===== src/rtl/riscv_pkg.sv =====
// Shared core types: arbiter state encoding and starvation-guard default.
// Related build macro: MEM_ARB_STARVE_GUARD_EN (consumed by mem_port_arbiter).
package riscv_pkg;

  typedef enum logic [1:0] {
    ARB_IDLE,
    ARB_OUT_IF,
    ARB_OUT_D
  } arb_state_t;

  localparam int unsigned ARB_STARVE_MAX_DEFAULT = 4;

endpackage


===== src/rtl/arb_starve_ctr.sv =====
// Saturating counter of consecutive denied fetch arbitrations.
// Instantiated by mem_port_arbiter only when MEM_ARB_STARVE_GUARD_EN is defined.
module arb_starve_ctr #(
  parameter int unsigned MAX = 4
) (
  input  logic clk,
  input  logic rst,
  input  logic inc,
  input  logic clr,
  output logic at_max_o
);

  localparam int unsigned W = $clog2(MAX + 1);

  logic [W-1:0] cnt;

  // Count up on each denial, hold at MAX, clear on reset or fetch progress.
  always_ff @(posedge clk) begin
    if (rst || clr) begin
      cnt <= '0;
    end else if (inc && (cnt != W'(MAX))) begin
      cnt <= cnt + W'(1);
    end
  end

  assign at_max_o = (cnt == W'(MAX));

endmodule


===== src/rtl/mem_port_arbiter.sv =====
// Arbitrates fetch and LSU data ports onto one req/gnt/rvalid memory port,
// one transaction outstanding, data priority.
// Build macro: MEM_ARB_STARVE_GUARD_EN enables the fetch starvation guard.
module mem_port_arbiter
  import riscv_pkg::*;
#(
  parameter int unsigned ADDR_W     = 64,
  parameter int unsigned DATA_W     = 64,
  parameter int unsigned STARVE_MAX = ARB_STARVE_MAX_DEFAULT
) (
  input  logic              clk,
  input  logic              rst,
  input  logic              if_req_i,
  input  logic [ADDR_W-1:0] if_addr_i,
  output logic              if_gnt_o,
  output logic              if_rvalid_o,
  output logic [31:0]       if_rdata_o,
  input  logic              d_req_i,
  input  logic              d_we_i,
  input  logic [7:0]        d_be_i,
  input  logic [ADDR_W-1:0] d_addr_i,
  input  logic [DATA_W-1:0] d_wdata_i,
  output logic              d_gnt_o,
  output logic              d_rvalid_o,
  output logic [DATA_W-1:0] d_rdata_o,
  output logic              mem_req_o,
  output logic              mem_we_o,
  output logic [7:0]        mem_be_o,
  output logic [ADDR_W-1:0] mem_addr_o,
  output logic [DATA_W-1:0] mem_wdata_o,
  input  logic              mem_gnt_i,
  input  logic              mem_rvalid_i,
  input  logic [DATA_W-1:0] mem_rdata_i,
  output logic              busy_o
);

  arb_state_t state, state_next;
  logic       hi_q, hi_next;
  logic       free;
  logic       at_max;
  logic       if_win, d_win, grant;

  // Free to issue when idle, or when the outstanding response lands this cycle.
  assign free = (state == ARB_IDLE) || mem_rvalid_i;

`ifdef MEM_ARB_STARVE_GUARD_EN
  logic ctr_inc, ctr_clr;

  assign ctr_inc = free && if_req_i && !if_gnt_o;
  assign ctr_clr = if_gnt_o || (free && !if_req_i);

  arb_starve_ctr #(
    .MAX(STARVE_MAX)
  ) u_starve_ctr (
    .clk     (clk),
    .rst     (rst),
    .inc     (ctr_inc),
    .clr     (ctr_clr),
    .at_max_o(at_max)
  );
`else
  // Strict data priority; STARVE_MAX is referenced only to keep it an interface parameter.
  assign at_max = 1'b0 && (STARVE_MAX != 0);
`endif

  // State and fetch-half registers.
  always_ff @(posedge clk) begin
    if (rst) begin
      state <= ARB_IDLE;
      hi_q  <= 1'b0;
    end else begin
      state <= state_next;
      hi_q  <= hi_next;
    end
  end

  // Winner selection, memory-port muxing, responses and next state; all outputs held at 0 in reset.
  always_comb begin
    state_next  = state;
    hi_next     = hi_q;
    if_win      = 1'b0;
    d_win       = 1'b0;
    grant       = 1'b0;
    if_gnt_o    = 1'b0;
    if_rvalid_o = 1'b0;
    if_rdata_o  = '0;
    d_gnt_o     = 1'b0;
    d_rvalid_o  = 1'b0;
    d_rdata_o   = '0;
    mem_req_o   = 1'b0;
    mem_we_o    = 1'b0;
    mem_be_o    = '0;
    mem_addr_o  = '0;
    mem_wdata_o = '0;
    busy_o      = 1'b0;
    if (!rst) begin
      if (free) begin
        if (at_max && if_req_i) begin
          if_win = 1'b1;
        end else if (d_req_i) begin
          d_win = 1'b1;
        end else if (if_req_i) begin
          if_win = 1'b1;
        end
      end
      grant = (if_win || d_win) && mem_gnt_i;

      if (d_win) begin
        mem_req_o   = 1'b1;
        mem_we_o    = d_we_i;
        mem_be_o    = d_be_i;
        mem_addr_o  = d_addr_i;
        mem_wdata_o = d_wdata_i;
        d_gnt_o     = mem_gnt_i;
      end else if (if_win) begin
        mem_req_o   = 1'b1;
        mem_be_o    = '1;
        mem_addr_o  = if_addr_i;
        if_gnt_o    = mem_gnt_i;
      end

      if_rvalid_o = (state == ARB_OUT_IF) && mem_rvalid_i;
      d_rvalid_o  = (state == ARB_OUT_D) && mem_rvalid_i;
      if_rdata_o  = hi_q ? mem_rdata_i[63:32] : mem_rdata_i[31:0];
      d_rdata_o   = mem_rdata_i;
      busy_o      = (state != ARB_IDLE);

      // A grant in the response cycle overrides the return to idle.
      if ((state != ARB_IDLE) && mem_rvalid_i) begin
        state_next = ARB_IDLE;
      end
      if (grant) begin
        state_next = d_win ? ARB_OUT_D : ARB_OUT_IF;
        hi_next    = if_addr_i[2];
      end
    end
  end

endmodule


===== config.mk =====
export PLATFORM = sky130hd
export DESIGN_NAME = mem_port_arbiter
export DESIGN_NICKNAME = d
export VERILOG_FILES = /design/src/rtl/riscv_pkg.sv /design/src/rtl/arb_starve_ctr.sv /design/src/rtl/mem_port_arbiter.sv
export SDC_FILE = /design/constraint.sdc
export NUM_CORES = 1
export LEC_CHECK = 0
export BUFFER_PORTS_ARGS = -buffer_cell sky130_fd_sc_hd__buf_2
export CORE_AREA = 2 2 199 201
export CTS_BUF_LIST = sky130_fd_sc_hd__clkbuf_4
export CTS_CLUSTER_SIZE = 10
export DETAILED_ROUTE_END_ITERATION = 8
export DIE_AREA = 0 0 201 203
export SLEW_MARGIN = 20
export SYNTH_ARGS = -nofsm -noshare
export SYNTH_HDL_FRONTEND = slang
export SYNTH_SLANG_ARGS = --single-unit

===== constraint.sdc =====
create_clock -name clk -period 3 [get_ports clk]
set_input_delay 0.3 -clock clk [delete_from_list [all_inputs] [get_ports clk]]
set_output_delay 0.3 -clock clk [all_outputs]
set_load 0.02 [all_outputs]

==> qor.yml, run 1 <==
clocking:
  clk_latency_ns: 0.24
  clkSinkCount: 3
  clockBufferDepth: 2
  post_cts_buffers: 0
  cts_hold_buf: 0
  cts_max_level: 1
  path_clk_slew_ns: 0.04
  cts_buffers: 3
  cts_root_buf: "clkbuf_4"
  cts_resized: 0
  cts_tree: "done"
routing:
  wl_um: 25900
  drt_iter0_markers: 367
  ant_nets: 0
  drt-pass1-iter-count: 4
  drc_errors: 0
  routedWlPerCell_um: 19.4
  vias_per_cell: 3.42
  vias: 4551
global_routing:
  grt_pass1_wl_um: 33500
  track_usage_pct: 11.6
  grt_start_max_net_pins: 131
  grt_pass1_vias: 4436
  grt_overflow: 0
  antenna_found_initial: 12
synth:
  ys_seq_elements: 3
  synthesis.area_um2: 2280
  synth_top_area_share_pct: 25.0
  synth_xor_area_share_pct: 0
  syn_area_per_cell_um2: 6.99
  synth-main-ff-cell: "dfxtp_1"
  synth_top_family_by_area: "simple AND/OR/NAND/NOR gates"
  synth_most_common_cell: "and2_1"
  synth_edf_count: 0
  synth.area.top_cells: "a22o_1 (25%), and2_1 (18%), nor2b_1 (18%), mux2i_1 (14%), nor2_1 (5.9%)"
  synth_nets: 597
  synthAdderAreaFrac_pct: 0
  post_synth_num_cell_types: 23
  ys_seq_area_share_pct: 2.64
  ys_warn_count: 0
  synth_compound_area_share_pct: 29.5
  synthTopCellsByCount: "and2_1 (67), a22o_1 (65), nor2b_1 (65), nor2_1 (36), mux2i_1 (32)"
  synth-simple-area-share_pct: 45.5
  muxShareOfSynthArea_pct: 14.1
  syn_inst: 326
  async_reset_ff_share_pct: 0
  synth.largest_area_cell: "a22o_1"
worst_hold_path:
  hp-class: "in -> reg"
  min_from: "if_addr_i[2]"
  hold-path-endpoint: "hi_q$_SDFFE_PP0P_"
  hold_depth: 3
placement:
  dp_cells: 1323
  hpwlAfterDp_um: 23200
  gp_congestion: 0.942
  io_buffer_count: 509
final_layout:
  area_delta_synth_final_pct: 138
  layout-drive-gt1-share_pct: 64.8
  nets: 1081
  layout.cells.non_filler: 1332
setup_path:
  slowest_stage: "dfxtp_1"
  cpPeakStageDelay_ns: 0.34
  reg2reg_slack_ns: 1.53
  crit_required_ns: 2.70
  arrival_ns: 2.15
  critPathLaunchType: "flop"
  path_class: "reg -> out"
  rr_worst_depth: 4
  critPathCaptureType: "output port"
  cp_max_fo: 130
  r2r_start: "state[1]$_SDFFE_PP0P_"
  crit_chain: "o21ba_2 > nor3b_4 > buf_12 > a22o_1 > buf_2"
  r2r-end: "state[1]$_SDFFE_PP0P_"
power_and_ir_drop:
  leakage_nw: 3.10
  p_sw_share_pct: 55.8
  p_int_mw: 0.472
  pwr-share-seq_pct: 4.2
  power_frac_comb_pct: 88.1
  vdd_ir_drop_max_uv: 66.5
  clkPwrFrac_pct: 7.7
  power.net_switching_mw: 0.595
  powerDensity_nw_per_um2: 197
  finalPower_mw: 1.07
floorplanning:
  die_w_um: 201
  initial_utilization_pct: 5.92
  core-area_um2: 38500
  die_area_um2: 40800
  row_count: 72
  ios: 510
  die-height_um: 203
timing:
  slew_headroom_pct: 57.8
  skew_ns: 0.00304
  fmax_ghz: 0.408
  final.setup.tns_ns: 0
  finalSetupViolations: 0
  tightestPinTransition_ns: 0.633
  report.final.slew_viol_count: 0
  rsz0062_at_grt: "no"
  finalCritPeriodShare_pct: 81.6
  hold_violations: 0
  hold_slack_ns: 0.322
  min_period_ns: 2.45
job:
  cap_viol_max_count: 0
run_status:
  outcome: "complete, no violations"
kinds of logic (layout without fill, tap and decap cells):
family | after synthesis | in the layout
flip-flops | 3 | 3
AND/OR/NAND/NOR | 175 | 175
buffers and inverters | 37 | 520
other | 0 | 5
AO/OA/AOI/OAI | 79 | 79
multiplexers | 32 | 32
through the flow:
stage          cell area [um2]  util, %  setup WS [ns]
2_1_floorplan             2280        -           1.29
3_3_place_gp              5370     14.0          0.793
3_5_place_dp              5370     14.0          0.771
4_1_cts                   5400     14.0          0.541
5_1_grt                   5400     14.0          0.403
6_report                  5410     14.1          0.551
power by group through the flow:
stage	logic [mW]	clock network [mW]	registers [mW]
6_report	0.941	0.0821	0.0444
5_1_grt	1.00	0.0892	0.0449
4_1_cts	0.954	0.0838	0.0443
3_5_place_dp	0.947	0	0.0450
3_3_place_gp	0.945	0	0.0449
2_1_floorplan	0.481	0	0.0443
placed cells by master (no fill, tap or decap):
cell	n
mux2i_1	32
buf_2	508
a22o_1	65
nand2_1	1
nor4bb_1	2
clkbuf_4	4
o21ai_0	2
nor2_1	36
o21ba_2	1
o41ai_1	1
nor4b_4	1
nor3b_4	1
dfxtp_1	2
nand3b_1	1
o21ai_1	1
dfxtp_2	1
o21a_1	8
nor2b_1	65
diode_2	5
and2_1	67
nor3_2	1
a211oi_1	1
buf_4	5
inv_1	1
buf_12	2
how the worst max path moves through the flow:
stage,from,end,slack (ns),cells after the start
4_1_cts,state[1]$_SDFFE_PP0P_,mem_addr_o[3],0.54,5
3_5_place_dp,mem_rvalid_i,mem_addr_o[3],0.77,6
3_3_place_gp,mem_rvalid_i,mem_addr_o[3],0.79,6
5_1_grt,state[1]$_SDFFE_PP0P_,mem_addr_o[63],0.40,5
2_1_floorplan,state[1]$_SDFFE_PP0P_,mem_be_o[0],1.29,3
6_report,state[1]$_SDFFE_PP0P_,mem_addr_o[41],0.55,5
flip-flops by register name (all words and copies together), names as in the netlist:
register  count
hi_q          1
state         2
area by class of cell:
type | count | area [um2]
Fill cell | 4487 | 33100
Timing Repair Buffer | 515 | 2620
Multi-Input combinational cell | 286 | 2040
Tap cell | 518 | 648
Sequential cell | 3 | 61.3
Clock buffer | 4 | 30.0
Antenna cell | 5 | 12.5
Inverter | 1 | 3.75
critical path: cells and delay by family, from the launching register on:
family,cells,cell delay [ns]
compound gates,2,0.63
flops,1,0.34
simple gates,1,0.22
buf+inv,2,0.53
metal layers:
metal	part of all wire [%]	global-route usage, %
met1	37	12.9
met4	3.2	3.89
met5	0.10	0
met2	51	21.9
met3	8.5	2.42
Note: power is estimated with default switching activity, not from simulation.
==> run 2, diff against run 1 <==
Settings changed: CORE_AREA 2 2 199 201 to 2 2 196 198, DIE_AREA 0 0 201 203 to 0 0 198 200.
Clock period 3 ns to 2.4 ns, I/O delays scaled along.
==> run 2 against run 1 <==
  * Via count rose by 2.8%
  * Critical path depth rose by 1
  * First-iteration DRC count fell by 44%
  * Worst setup slack got worse by 0.35 ns
  * Clock power rose by 25%
  * Die area fell by 2.9%
  * Largest power group unchanged
==> qor.yml, run 2 (synthesis gave the netlist of run 1 again) <==
global_routing:
  grt_pass1_wl_um: 34600  # +3.2%
  grt_overflow: 0  # unchanged
  grt_pass1_vias: 4327  # -2.5%
  track_usage_pct: 12.9  # +1.3 points
  grt_start_max_net_pins: 99  # -24%
  antenna_found_initial: 18  # +6
final_layout:
  multi_input_area_um2: 2040  # unchanged
  final_util_pct: 14.8  # +0.74 points
  layout.cells.non_filler: 1329  # -0.23%
  nets: 1084  # +0.28%
  layout-drive-gt1-share_pct: 64.9  # +0.13 points
  regArea_um2: 61.3  # unchanged
  largest_register_ffs: 2  # unchanged
  top_register: "state"
  top_regs: "state (2), hi_q (1)"
  area_delta_synth_final_pct: 143
  final_cell_mix: "buf_2 (504), and2_1 (67), a22o_1 (65), nor2b_1 (65), nor2_1 (36)"
  nFillCells: 4363  # -2.8%
  layout_commonest_cell: "buf_2"
  finalInstanceArea_um2: 5540  # +2.3%
setup_path:
  r2r_start: "state[1]$_SDFFE_PP0P_"
  slowest_stage: "dfxtp_1"
  critPathLaunchType: "flop"
  arrival_ns: 1.96  # -0.19 ns
  crit_chain: "o21ba_2 > nor3b_4 > buf_12 > buf_4 > a22o_1 > buf_2"
  cp_max_fo: 28  # -78%
  reg2reg_slack_ns: 0.95  # -0.58 ns
  rr_worst_depth: 4  # unchanged
  critPathCaptureType: "output port"
  crit_required_ns: 2.16  # -0.54 ns
  path_class: "reg -> out"
  r2r-end: "state[0]$_SDFFE_PP0P_"
  cpPeakStageDelay_ns: 0.34  # about the same
floorplanning:
  die-height_um: 200  # -1.5%
  ios: 510  # unchanged
  core-area_um2: 37400  # -2.8%
  die_area_um2: 39600  # -2.9%
  die_w_um: 198  # -1.5%
  initial_utilization_pct: 6.09  # +0.17 points
  row_count: 71  # -1.4%
clocking:
  cts_tree: "done"
  cts_buffers: 3  # unchanged
  cts_hold_buf: 0  # unchanged
  path_clk_slew_ns: 0.04  # about the same
  cts_root_buf: "clkbuf_4"
  clk_latency_ns: 0.24  # about the same
  clkSinkCount: 3  # unchanged
  cts_max_level: 1  # unchanged
  cts_resized: 0  # unchanged
  clockBufferDepth: 2  # unchanged
  post_cts_buffers: 0  # unchanged
timing:
  hold_violations: 0  # unchanged
  slew_headroom_pct: 65.0  # +7.2 points
  min_period_ns: 2.20
  rsz0062_at_grt: "no"
  finalWorstSetupSlack_ns: 0.205  # -0.347 ns
  tightestPinTransition_ns: 0.522  # -0.111 ns
  fmax_ghz: 0.456
  report.final.slew_viol_count: 0  # unchanged
  finalCritPeriodShare_pct: 91.5
  finalSetupViolations: 0  # unchanged
  hold_slack_ns: 0.293  # -0.0291 ns
  skew_ns: 0.00768  # +0.00464 ns
  final.setup.tns_ns: 0  # unchanged
placement:
  io_buffer_count: 509  # unchanged
  dpl-instance-area_um2: 5490  # +2.3%
  hpwlAfterDp_um: 25500  # +9.8%
  gp_congestion: 0.894  # -5.1%
  dp_slack_ns: 0.468  # -0.304 ns
  dp_cells: 1319  # -0.30%
worst_hold_path:
  hold_depth: 3  # unchanged
  min_from: "if_addr_i[2]"
  hp-class: "in -> reg"
  hold-path-endpoint: "hi_q$_SDFFE_PP0P_"
routing:
  wl_um: 28200  # +9.0%
  vias_per_cell: 3.52  # +3.0%
  vias: 4679  # +2.8%
  ant_nets: 0  # unchanged
  routedWlPerCell_um: 21.2  # +9.3%
  drt_iter0_markers: 205  # -44%
  drc_errors: 0  # unchanged
  drt-pass1-iter-count: 7  # +3
power_and_ir_drop:
  leakage_nw: 3.15  # +1.4%
  powerDensity_nw_per_um2: 246  # +25%
  vdd_ir_drop_max_uv: 83.8  # +26%
  finalPower_mw: 1.36  # +28%
job:
  cap_viol_max_count: 0  # unchanged
run_status:
  outcome: "complete, no violations"
[run 2: cell types whose count changed in the layout (fill, tap and decap cells not counted)]
cell / delta
buf_12: +8
buf_2: -4
buf_4: -1
diode_2: +1
[run 2: final cells by class]
type | instances | share of cell area [%]
Multi-Input combinational cell | 286 | 36.8
Clock buffer | 4 | 0.542
Inverter | 1 | 0.0678
Sequential cell | 3 | 1.11
Antenna cell | 6 | 0.271
Timing Repair Buffer | 518 | 49.7
Tap cell | 511 | 11.5
[run 2: how the worst max path moves through the flow]
stage,from,endpoint,slack [ns]
finish,state[1]$_SDFFE_PP0P_,mem_addr_o[4],0.20
global route,state[1]$_SDFFE_PP0P_,mem_addr_o[4],0.12
CTS,state[1]$_SDFFE_PP0P_,mem_addr_o[47],0.20
detailed placement,state[1]$_SDFFE_PP0P_,mem_addr_o[53],0.47
global placement,state[1]$_SDFFE_PP0P_,mem_addr_o[47],0.51
floorplan,state[1]$_SDFFE_PP0P_,mem_be_o[0],0.75
[run 2: where the power goes]
group	internal, mW	switching (mW)
Sequential	0.0532	0.00868
Clock	0.0738	0.0292
Combinational	0.490	0.707
Total	0.617	0.745
[run 2: critical path, delay by kind of cell (launching register included)]
| kind | cells | cell delay, ns |
|---|---|---|
| AOI/OAI and AO/OA | 2 | 0.47 |
| buffers and inverters | 3 | 0.66 |
| DFF | 1 | 0.34 |
| and+or+nand+nor | 1 | 0.23 |
[run 2: per-layer routing]
layer | GRT usage [%] | wire, um | vias to the layer above
li1 | - | - | 2113
met1 | 13.6 | 10200 | 2143
met2 | 24.5 | 14300 | 365
met3 | 4.81 | 3040 | 44
met4 | 2.73 | 609 | 14
met5 | 0 | 91 | -
==> run 3, diff against run 2 <==
Settings changed: CORE_AREA 2 2 196 198 to 2 2 198 200, DIE_AREA 0 0 198 200 to 0 0 200 202.
Clock period 2.4 ns to 1.82 ns, I/O delays scaled along.
==> run 3 against run 2 <==
  * The run now ends with negative setup slack left
  * Die area is 2.0% higher
  * Critical path depth rose by 1
  * Cell area up 25%
  * Non-clock buffer count up 35
  * Sequential share of layout area fell by 0.19 points
  * First-iteration DRC count fell by 8.8%
  * Global-route usage is 1.5 points lower
  * Register-to-register slack worse by 0.86 ns
  * Routed wire length fell by 7.4%
  * Sequential power increased by 19%
==> qor.yml, run 3 (synthesis gave the netlist of run 1 again) <==
final_layout:
  nFillCells: 4273  # -2.1%
  largest_register_ffs: 2  # unchanged
  layout-drive-gt1-share_pct: 74.1  # +9.2 points
  top_regs: "state (2), hi_q (1)"
  area_delta_synth_final_pct: 204
  nets: 1119  # +3.2%
  layout_commonest_cell: "buf_2"
  final_cell_mix: "buf_2 (389), buf_6 (105), nor2b_1 (65)"
  top_register: "state"
routing:
  drt-pass1-iter-count: 4  # -3
  vias: 4768  # +1.9%
  drc_errors: 0  # unchanged
  ant_nets: 0  # unchanged
  wl_um: 26100  # -7.4%
  routedWlPerCell_um: 19.1  # -10%
  drt_iter0_markers: 187  # -8.8%
  vias_per_cell: 3.48  # -1.1%
placement:
  gp_congestion: 0.833  # -6.9%
  io_buffer_count: 509  # unchanged
  hpwlAfterDp_um: 20300  # -20%
power_and_ir_drop:
  powerDensity_nw_per_um2: 314  # +28%
  vdd_ir_drop_max_uv: 83.6  # -0.32%
  finalPower_mw: 2.17  # +60%
  leakage_nw: 3.63  # +15%
timing:
  hold_slack_ns: 0.210  # -0.0831 ns
  finalSetupViolations: 128  # +128
  finalCritPeriodShare_pct: 109
  skew_ns: 0.00605  # -0.00163 ns
  tightestPinTransition_ns: 0.352  # -0.170 ns
  hold_violations: 0  # unchanged
  slew_headroom_pct: 76.5  # +11 points
  finalWorstSetupSlack_ns: -0.165  # -0.369 ns
  fmax_ghz: 0.504
  min_period_ns: 1.98
  report.final.slew_viol_count: 0  # unchanged
  rsz0062_at_grt: "yes"
worst_hold_path:
  hp-class: "in -> reg"
  min_from: "if_addr_i[2]"
floorplanning:
  die_area_um2: 40400  # +2.0%
  die_w_um: 200  # +1.0%
  die-height_um: 202  # +1.0%
  row_count: 72  # +1.4%
  initial_utilization_pct: 5.95  # -0.14 points
  ios: 510  # unchanged
  core-area_um2: 38300  # +2.4%
setup_path:
  critPathCaptureType: "output port"
  crit_required_ns: 1.64  # -0.52 ns
  arrival_ns: 1.80  # -0.16 ns
  r2r_start: "state[1]$_SDFFE_PP0P_"
  crit_start: "state[1]$_SDFFE_PP0P_"
  cp_max_fo: 8  # -71%
  path_class: "reg -> out"
  critPathLaunchType: "flop"
clocking:
  clkSinkCount: 3  # unchanged
  clockBufferDepth: 2  # unchanged
  cts_max_level: 1  # unchanged
  cts_tree: "done"
  path_clk_slew_ns: 0.04  # about the same
  cts_buffers: 3  # unchanged
  clk_latency_ns: 0.24  # about the same
  cts_root_buf: "clkbuf_4"
  cts_hold_buf: 0  # unchanged
global_routing:
  grt_pass1_vias: 4617  # +6.7%
  track_usage_pct: 11.5  # -1.5 points
  grt_start_max_net_pins: 85  # -14%
  grt_pass1_wl_um: 32700  # -5.4%
  antenna_found_initial: 14  # -4
  grt_overflow: 0  # unchanged
job:
  cap_viol_max_count: 0  # unchanged
run_status:
  outcome: "finished with violations"
  violations: "negative setup slack"
## run 3: worst max-delay path, cell delays in order, from the launching register on
cell       delay, ns
dfxtp_2         0.31
o21ba_4         0.24
nor4b_4         0.22
buf_6           0.17
buf_12          0.14
clkbuf_16       0.17
a22o_1          0.17
buf_6           0.13
## run 3: where the power goes
group / total, mW / internal (mW) / switching [mW]
registers: 0.0733 / 0.0705 / 0.00274
clock network: 0.137 / 0.0973 / 0.0393
logic: 1.96 / 0.946 / 1.02
## run 3: final timing paths
kind | endpoint | slack (ns) | cells after the start
worst max-delay path | mem_addr_o[41] | -0.16 | 7
worst max register to register | state[0]$_SDFFE_PP0P_ | 0.09 | 8
worst min-delay path | hi_q$_SDFFE_PP0P_ | 0.21 | 3
worst min register to register | state[0]$_SDFFE_PP0P_ | 0.61 | 2
## run 3: final cells by class
| cell class | count | area [um2] | area share [%] |
|---|---|---|---|
| timing repair buffer | 553 | 3930 | 56.7 |
| multi-input combinational | 286 | 2240 | 32.4 |
| tap | 518 | 648 | 9.36 |
| sequential | 3 | 63.8 | 0.922 |
| clock buffer | 4 | 30.0 | 0.434 |
| antenna | 4 | 10.0 | 0.145 |
| inverter | 1 | 3.75 | 0.0542 |
## run 3: metrics by stage
step | setup TNS [ns] | util (%) | setup slack, ns | std cells | area, um2
floorplan | 0 | - | 0.229 | 326 | 2280
global placement | -0.00409 | 14.4 | -0.00409 | 1333 | 5500
detailed placement | -0.0436 | 14.4 | -0.0202 | 1333 | 5500
CTS | -19.88 | 17.3 | -0.214 | 1362 | 6620
global route | -20.49 | 18.1 | -0.236 | 1368 | 6920
finish | -9.63 | 18.1 | -0.165 | 1369 | 6920
## run 3: timing repair
item | 4_1_cts | 5_1_grt
gates cloned | 9 | 2
setup endpoints to repair | 129 | 139
setup buffers | 18 | 4
pin swaps | 7 | 36
gates resized for setup | 236 | 86
## run 3: metal layers
metal / up-vias / track usage, % / routed length [um]
met3: 38 / 2.37 / 2510
met4: 4 / 3.47 / 835
li1: 2204 / - / -
met2: 374 / 22.3 / 13600
met5: - / 0 / 27
met1: 2148 / 12.1 / 9110
